==> config.mk <==
export PLATFORM = sky130hd
export DESIGN_NAME = exception_ctrl
export DESIGN_NICKNAME = d
export VERILOG_FILES = /design/src/rtl/exc_pkg.sv /design/src/rtl/sat_counter.sv /design/src/rtl/exception_ctrl.sv
export SDC_FILE = /design/constraint.sdc
export NUM_CORES = 1
export LEC_CHECK = 0
export ABC_AREA = 1
export ABC_CLOCK_PERIOD_IN_PS = 4200
export BUFFER_PORTS_ARGS = -buffer_cell sky130_fd_sc_hd__buf_2
export CAP_MARGIN = 20
export CELL_PAD_IN_SITES_DETAIL_PLACEMENT = 0
export CELL_PAD_IN_SITES_GLOBAL_PLACEMENT = 1
export CORE_MARGIN = 4
export CORE_UTILIZATION = 34
export CTS_CLUSTER_DIAMETER = 50
export CTS_CLUSTER_SIZE = 14
export DETAILED_ROUTE_END_ITERATION = 10
export PLACE_DENSITY = 0.92
export SLEW_MARGIN = 20
export SYNTH_ARGS = -nofsm -noshare
export SYNTH_HDL_FRONTEND = slang
export SYNTH_SLANG_ARGS = --single-unit
==> constraint.sdc <==
create_clock -name clk -period 4.2 [get_ports clk]
set_input_delay 0.84 -clock clk [delete_from_list [all_inputs] [get_ports clk]]
set_output_delay 0.84 -clock clk [all_outputs]
set_load 0.01 [all_outputs]
==> src/rtl/exc_pkg.sv <==
// Shared types and encodings for the LEGv8 exception/return controller.
package exc_pkg;

  typedef enum logic [1:0] {
    StRun,
    StTake,
    StHandler,
    StRet
  } exc_state_e;

  localparam logic [1:0] EsrNone        = 2'd0;
  localparam logic [1:0] EsrInvalid     = 2'd1;
  localparam logic [1:0] EsrIrq         = 2'd2;
  localparam logic [1:0] EsrIllegalEret = 2'd3;

  localparam logic [1:0] MrsElr   = 2'b00;
  localparam logic [1:0] MrsEsr   = 2'b01;
  localparam logic [1:0] MrsCount = 2'b10;

endpackage

==> src/rtl/sat_counter.sv <==
// W-bit up counter that sticks at all-ones; synchronous clear has priority.
module sat_counter #(
  parameter int unsigned W = 16
) (
  input  logic         clk,
  input  logic         clr,
  input  logic         inc,
  output logic [W-1:0] count
);

  logic [W-1:0] r_count;

  always_ff @(posedge clk) begin
    if (clr) begin
      r_count <= '0;
    end else if (inc && (r_count != {W{1'b1}})) begin
      r_count <= r_count + W'(1);
    end
  end

  assign count = r_count;

endmodule

==> src/rtl/exception_ctrl.sv <==
// Exception entry/return sequencer: captures ELR/ESR, pulses pipeline redirects,
// and serves ELR/ESR/exception count to the MRS read path.
module exception_ctrl #(
  parameter int unsigned   N          = 64,
  parameter logic [N-1:0]  EXC_VECTOR = 64'h0000_0000_0000_00D8,
  parameter int unsigned   CW         = 16
) (
  input  logic         clk,
  input  logic         reset,
  input  logic         InstrValid,
  input  logic         NotAnInstr,
  input  logic         ERet,
  input  logic [N-1:0] PC_E,
  input  logic         ExtIRQ,
  output logic         ExtIAck,
  output logic         Exc,
  output logic         ERetOut,
  output logic [N-1:0] RedirectPC,
  output logic         ExcActive,
  output logic         Fault,
  input  logic [1:0]   MrsSel,
  output logic [N-1:0] MrsData
);
  import exc_pkg::*;

  exc_state_e    r_state;
  logic [N-1:0]  r_elr;
  logic [1:0]    r_esr;
  logic          r_fault;
  logic          r_exc;
  logic          r_eret;
  logic          r_iack;
  logic          r_active;
  logic          w_take;
  logic [1:0]    w_code;
  logic [CW-1:0] w_count;

  // Cause priority in RUN: invalid opcode, then stray ERET, then interrupt.
  always_comb begin
    w_take = 1'b1;
    w_code = EsrNone;
    if (InstrValid && NotAnInstr) begin
      w_code = EsrInvalid;
    end else if (InstrValid && ERet) begin
      w_code = EsrIllegalEret;
    end else if (ExtIRQ) begin
      w_code = EsrIrq;
    end else begin
      w_take = 1'b0;
    end
  end

  always_ff @(posedge clk) begin
    if (reset) begin
      r_state  <= StRun;
      r_elr    <= '0;
      r_esr    <= EsrNone;
      r_fault  <= 1'b0;
      r_exc    <= 1'b0;
      r_eret   <= 1'b0;
      r_iack   <= 1'b0;
      r_active <= 1'b0;
    end else begin
      r_exc  <= 1'b0;
      r_eret <= 1'b0;
      r_iack <= 1'b0;
      unique case (r_state)
        StRun: begin
          r_active <= 1'b0;
          if (w_take) begin
            r_state <= StTake;
            r_elr   <= PC_E;
            r_esr   <= w_code;
            r_exc   <= 1'b1;
            r_iack  <= (w_code == EsrIrq);
          end
        end
        StTake: begin
          r_state  <= StHandler;
          r_active <= 1'b1;
        end
        StHandler: begin
          if (InstrValid && ERet) begin
            r_state <= StRet;
            r_eret  <= 1'b1;
          end else if (InstrValid && NotAnInstr) begin
            r_fault <= 1'b1;
          end
        end
        StRet: begin
          r_state  <= StRun;
          r_active <= 1'b0;
        end
        default: r_state <= StRun;
      endcase
    end
  end

  sat_counter #(
    .W(CW)
  ) u_sat_counter (
    .clk  (clk),
    .clr  (reset),
    .inc  ((r_state == StRun) && w_take),
    .count(w_count)
  );

  always_comb begin
    case (MrsSel)
      MrsElr:   MrsData = r_elr;
      MrsEsr:   MrsData = {{(N-2){1'b0}}, r_esr};
      MrsCount: MrsData = {{(N-CW){1'b0}}, w_count};
      default:  MrsData = '0;
    endcase
  end

  assign RedirectPC = r_exc ? EXC_VECTOR : (r_eret ? r_elr : '0);
  assign Exc        = r_exc;
  assign ERetOut    = r_eret;
  assign ExtIAck    = r_iack;
  assign ExcActive  = r_active;
  assign Fault      = r_fault;

endmodule

==> results of run 1 <==
-- flip-flops by register name, indices dropped and copies added (netlist names) --
| register | cells |
|---|---|
| r_elr | 64 |
| u_sat_counter.count | 16 |
| r_esr | 2 |
| r_state | 2 |
| ERetOut | 1 |
| Exc | 1 |
| ExcActive | 1 |
| ExtIAck | 1 |
| Fault | 1 |
-- critical path, delay by kind of cell --
family	cells	cell delay, ps
and+or+nand+nor	2	100
buffers and inverters	4	1230
-- path summary, 6_finish.rpt --
path	to	slack, ps	from	cells past startpoint
hold reg to reg	ExcActive	450	ExcActive	2
setup reg to reg	u_sat_counter.count[7]	2010	r_state[0]	7
setup / recovery	MrsData[48]	1160	MrsSel[0]	6
hold / removal	ExcActive	450	ExcActive	2
-- final cells by class --
| class | instances | area (um2) |
|---|---|---|
| Antenna cell | 1 | 2.50 |
| Clock buffer | 12 | 256 |
| Clock inverter | 4 | 27.5 |
| Fill cell | 1317 | 6560 |
| Inverter | 85 | 320 |
| Multi-Input combinational cell | 420 | 2030 |
| Sequential cell | 89 | 1780 |
| Tap cell | 168 | 210 |
| Timing Repair Buffer | 211 | 1070 |
-- power breakdown --
part	internal (mW)	switching, mW	total, mW
combinational	0.288	0.662	0.951
sequential	1.09	0.108	1.20
clock	0.432	0.330	0.763
-- metrics by stage --
step / cells / utilization / instance area (um2)
6_report: 990 / 0.465 / 5700
5_1_grt: 990 / 0.465 / 5700
4_1_cts: 989 / 0.465 / 5700
3_5_place_dp: 973 / 0.442 / 5410
3_3_place_gp: 973 / 0.442 / 5410
2_1_floorplan: 640 / - / 4340
-- cell usage in the layout (no fill, tap or decap), drive strengths merged --
cell type    n
nand2       63
nor2        95
o221ai       1
o22ai        4
diode        1
clkbuf      12
clkinvlp     3
nand3       18
a31oi        4
clkinv       3
nand4        5
dfxtp       89
buf        211
o21ai       83
ha           5
nor3        63
inv         83
xor2         1
a21oi       76
nand3b       1
o211ai       1
-- logic make-up after synthesis --
| logic type | count (synthesis) | share of synthesized area |
|---|---|---|
| simple gates | 245 | 0.251 |
| compound gates | 169 | 0.199 |
| buf+inv | 131 | 0.123 |
| flops | 89 | 0.411 |
| fa+ha+maj | 5 | 0.0144 |
| xor+xnor | 1 | 0.00202 |
-- per-layer routing --
metal / part of all wire / GRT usage
met5: 0 / 0
met4: 0.016 / 0.0765
met3: 0.064 / 0.0331
met2: 0.48 / 0.298
met1: 0.44 / 0.250
==> results.py, run 1 <==
metrics = {
    "detailed_routing": {
        "dr_total_vias": 4725,
        "viasPerCell": 4.77,
        "drc": 0,
        "wl_per_cell_um": 14.1,
        "dr.pass1.iters": 4,
        "drtIter0Drc": 282,
        "routed_wl_mm": 13.9,
        "detail-route-antenna-nets": 0,
    },
    "synth": {
        "syn_area_per_cell_um2": 6.77,
        "yosys.area.top_type_share": 0.411,
        "synth_edf_count": 0,
        "synth_top_area_cell": "dfxtp_1",
        "syn-instance-count": 640,
        "synth_nets": 717,
        "ys.flop_type": "dfxtp_1",
        "asyncSetResetFlopFracSynth": 0,
        "synthTopCellsByArea": "dfxtp_1 (41%), o21ai_0 (9.6%), a21oi_1 (8.8%), nor2_1 (7.9%), nor3_1 (7.3%)",
        "ys_types": 27,
        "synth_seq_cells": 89,
        "ys_top_cells_by_count": "nor2_1 (91), dfxtp_1 (89), o21ai_0 (83)",
        "synth.most_common_cell": "nor2_1",
        "synth_area_mm2": 0.00434,
        "yosysSeqAreaShare": 0.411,
        "yosys_warnings": 0,
    },
    "timing": {
        "max_freq_mhz": 329,
        "hold_ws_ps": 449,
        "min_period_ps": 3040,
        "relSlewSlack": 0.354,
        "post-route-period-util": 0.723,
        "worst_pin_slew_ps": 968,
        "skew_ps": 7.07,
        "hold_viol_final": 0,
        "finalMaxSlewViolations": 0,
        "setup_violations": 0,
        "fin_tns_setup_ps": 0,
        "worst_slack_ps": 1160,
        "rsz0062_at_grt": "no",
    },
    "clock_network": {
        "clockBufferDepth": 2,
        "cts_resized": 0,
        "insertion_delay_ps": 340,
        "root_buffer": "clkbuf_16",
        "cts_tree": "built",
        "htree_num_levels": 3,
        "postCtsSetupRepairBufs": 0,
        "clock-sinks": 89,
        "cts.clk_slew.worst_paths_ps": 60,
        "postCtsHoldBufs": 0,
        "cts_buffers": 9,
    },
    "worst_setup_path": {
        "arrival_ps": 2200,
        "worstPathRequired_ps": 3360,
        "crit_type": "primary input to output port",
        "path_cells": "buf_2, nor2_1, inv_2, buf_4, nor2_1, buf_2",
        "cp_max_fo": 56,
        "worst_path_largest_cell_delay_ps": 690,
        "cp-start-kind": "primary input",
        "endpoint_kind": "output port",
        "slowest_stage": "inv_2",
    },
    "finish": {
        "drive_gt1_frac": 0.296,
        "layout.nets": 893,
        "areaGrowthSynthToFinish_pct": 31.5,
    },
    "floorplan": {
        "die_h_um": 121,
        "die_x_um": 121,
        "rows": 40,
        "io_pins": 205,
        "fp.coreArea_mm2": 0.0123,
        "start_util": 0.354,
        "fp.dieArea_mm2": 0.0146,
    },
    "power_and_ir_drop": {
        "p_leak_nw": 2.71,
        "power.total_mw": 2.91,
        "power.density_mw_per_mm2": 510,
        "ir_worst_vdd_uv": 480,
    },
    "global_route": {
        "overflow": 0,
        "grt_max_degree": 69,
        "grt_usage": 0.187,
        "first_global_vias": 4261,
        "grt_pass1_wl_mm": 21.7,
        "antenna_found_initial": 1,
    },
    "status": {
        "status": "completed",
    },
    "place": {
        "place_worst_setup_slack_ps": 1170,
        "port-buffer-count": 204,
        "gp_congestion": 0.833,
        "place_hpwl_mm": 10.1,
    },
    "worst_hold_path": {
        "hold_path.class": "flop to flop",
    },
    "run": {
        "max_cap_violations": 0,
    },
}
Power figures use the tool's default switching activity.
==> inputs of run 2 (changes only) <==
--- a/config.mk
+++ b/config.mk
@@ -6,17 +6,17 @@
 export NUM_CORES = 1
 export LEC_CHECK = 0
 export ABC_AREA = 1
-export ABC_CLOCK_PERIOD_IN_PS = 4200
+export ABC_CLOCK_PERIOD_IN_PS = 2500
 export BUFFER_PORTS_ARGS = -buffer_cell sky130_fd_sc_hd__buf_2
 export CAP_MARGIN = 20
 export CELL_PAD_IN_SITES_DETAIL_PLACEMENT = 0
 export CELL_PAD_IN_SITES_GLOBAL_PLACEMENT = 1
 export CORE_MARGIN = 4
-export CORE_UTILIZATION = 34
+export CORE_UTILIZATION = 28
 export CTS_CLUSTER_DIAMETER = 50
 export CTS_CLUSTER_SIZE = 14
 export DETAILED_ROUTE_END_ITERATION = 10
-export PLACE_DENSITY = 0.92
+export PLACE_DENSITY = 0.82
 export SLEW_MARGIN = 20
 export SYNTH_ARGS = -nofsm -noshare
 export SYNTH_HDL_FRONTEND = slang
==> constraint.sdc (replaced) <==
create_clock -name clk -period 2.5 [get_ports clk]
set_input_delay 0.5 -clock clk [delete_from_list [all_inputs] [get_ports clk]]
set_output_delay 0.5 -clock clk [all_outputs]
set_load 0.01 [all_outputs]
==> run 2 against run 1 <==
  * Clock-buffer cell count decreased by 3
  * Highest routed layer unchanged
  * Final area up 3.0%
  * Clock power is 93% higher
  * Cell count rose by 2.5%
  * Setup slack worse by 840 ps
  * Register-to-register slack got worse by 1300 ps
  * Die area increased by 20%
  * Clock skew is 2.1 ps lower
  * Critical path depth decreased by 2
  * Sequential cell count unchanged
  * Wire length up 1.3%
  * Core utilization down 7.9 points
==> results.py, run 2 (same netlist as run 1, synthesis figures left out) <==
metrics = {
    "clock_network": {
        "clock-sinks": 89,
        "postCtsHoldBufs": 0,
        "cts_tree": "built",
        "root_buffer": "clkbuf_16",
        "cts_buffers": 9,
        "postCtsSetupRepairBufs": 0,
        "cts_resized": 0,
        "cts.clk_slew.worst_paths_ps": 70,
        "clockBufferDepth": 2,
        "insertion_delay_ps": 340,
        "htree_num_levels": 3,
    },
    "place": {
        "port-buffer-count": 204,
        "place_hpwl_mm": 10.5,
        "gp_congestion": 0.801,
        "place_worst_setup_slack_ps": 431,
    },
    "floorplan": {
        "die_h_um": 132,
        "start_util": 0.285,
        "die_x_um": 132,
        "io_pins": 205,
        "rows": 45,
        "fp.dieArea_mm2": 0.0175,
        "fp.coreArea_mm2": 0.0152,
    },
    "timing": {
        "skew_ps": 4.94,
        "min_period_ps": 2170,
        "setup_violations": 0,
        "relSlewSlack": 0.535,
        "max_freq_mhz": 460,
        "worst_pin_slew_ps": 697,
        "rsz0062_at_grt": "no",
        "finalMaxSlewViolations": 0,
        "worst_slack_ps": 325,
        "hold_viol_final": 0,
        "fin_tns_setup_ps": 0,
        "post-route-period-util": 0.870,
    },
    "detailed_routing": {
        "drc": 0,
        "viasPerCell": 4.58,
        "routed_wl_mm": 14.1,
        "detail-route-antenna-nets": 0,
        "dr_total_vias": 4650,
        "drtIter0Drc": 207,
        "dr.pass1.iters": 4,
        "wl_per_cell_um": 13.9,
    },
    "finish": {
        "post-route-util": 0.386,
        "top_register": "r_elr",
        "drive_gt1_frac": 0.302,
        "areaGrowthSynthToFinish_pct": 35.5,
        "layout_commonest_cell": "buf_2",
        "fill_cells": 1646,
        "final_cell_mix": "buf_2 (204), nor2_1 (91), dfxtp_1 (88)",
        "largest_reg_flops": 64,
        "layout.nets": 899,
        "n_antenna_cell": 0,
    },
    "global_route": {
        "grt_usage": 0.157,
        "antenna_found_initial": 0,
        "grt_max_degree": 59,
        "overflow": 0,
        "grt_pass1_wl_mm": 22.2,
        "first_global_vias": 4328,
    },
    "worst_setup_path": {
        "crit_type": "flop to output port",
        "cp-start-kind": "flop",
        "timing.rr.end": "u_sat_counter.count[0]",
        "startpoint": "ERetOut",
        "crit_end": "RedirectPC[27]",
        "r2r_slack_ps": 660,
        "arrival_ps": 1670,
        "ff2ff_path_depth": 7,
        "endpoint_kind": "output port",
        "cp_max_fo": 30,
        "worstPathRequired_ps": 2000,
        "worstReg2RegStart": "r_state[0]",
    },
    "power_and_ir_drop": {
        "power.density_mw_per_mm2": 883,
        "p_leak_nw": 2.78,
        "ir_worst_vdd_uv": 364,
    },
    "run": {
        "max_cap_violations": 0,
    },
    "status": {
        "status": "completed",
    },
    "worst_hold_path": {
        "hold_path.class": "primary input to flop",
        "worstHoldPathCells": 2,
    },
}
[run 2: through the flow]
stage / hold WS, ps / area, um2 / std cells / power, mW
3_3_place_gp: 433 / 5550 / 999 / 3.73
6_report: 405 / 5870 / 1015 / 5.19
2_1_floorplan: 434 / 4340 / 640 / 3.18
5_1_grt: 419 / 5870 / 1015 / 5.57
3_5_place_dp: 433 / 5550 / 999 / 3.76
4_1_cts: 388 / 5870 / 1015 / 5.26
[run 2: how the worst min path moves through the flow]
| stage | from | slack (ps) | endpoint |
|---|---|---|---|
| global route | reset | 420 | r_esr[1] |
| finish | reset | 400 | r_esr[0] |
| CTS | reset | 390 | u_sat_counter.count[3] |
| detailed placement | ExcActive | 430 | ExcActive |
| global placement | ExcActive | 430 | ExcActive |
| floorplan | r_esr[0] | 430 | r_esr[0] |
[run 2: metal layers]
| metal | track usage | part of all wire | wire, um | vias to the layer above |
|---|---|---|---|---|
| met5 | 0 | 0 | 0 | - |
| met4 | 0.0387 | 0.011 | 155 | 0 |
| met3 | 0.0433 | 0.060 | 844 | 10 |
| met2 | 0.262 | 0.47 | 6570 | 128 |
| met1 | 0.200 | 0.46 | 6560 | 2067 |
| li1 | - | - | - | 2445 |
[run 2: cell type report]
type / count / area [um2] / area share
Timing Repair Buffer: 217 / 1180 / 0.201
Clock inverter: 7 / 101 / 0.0173
Sequential cell: 89 / 1780 / 0.304
Tap cell: 188 / 235 / 0.0401
Multi-Input combinational cell: 420 / 2030 / 0.345
Clock buffer: 9 / 225 / 0.0383
Inverter: 85 / 319 / 0.0543
[run 2: critical path, cell delays in order (launching register included)]
cell     delay [ps]
dfxtp_1         320
inv_2           470
buf_4           290
nor3_1           70
buf_2           180
[run 2: where the power goes]
| part | internal [mW] | switching, mW |
|---|---|---|
| clock | 0.884 | 0.587 |
| combinational | 0.557 | 1.17 |
| sequential | 1.83 | 0.163 |
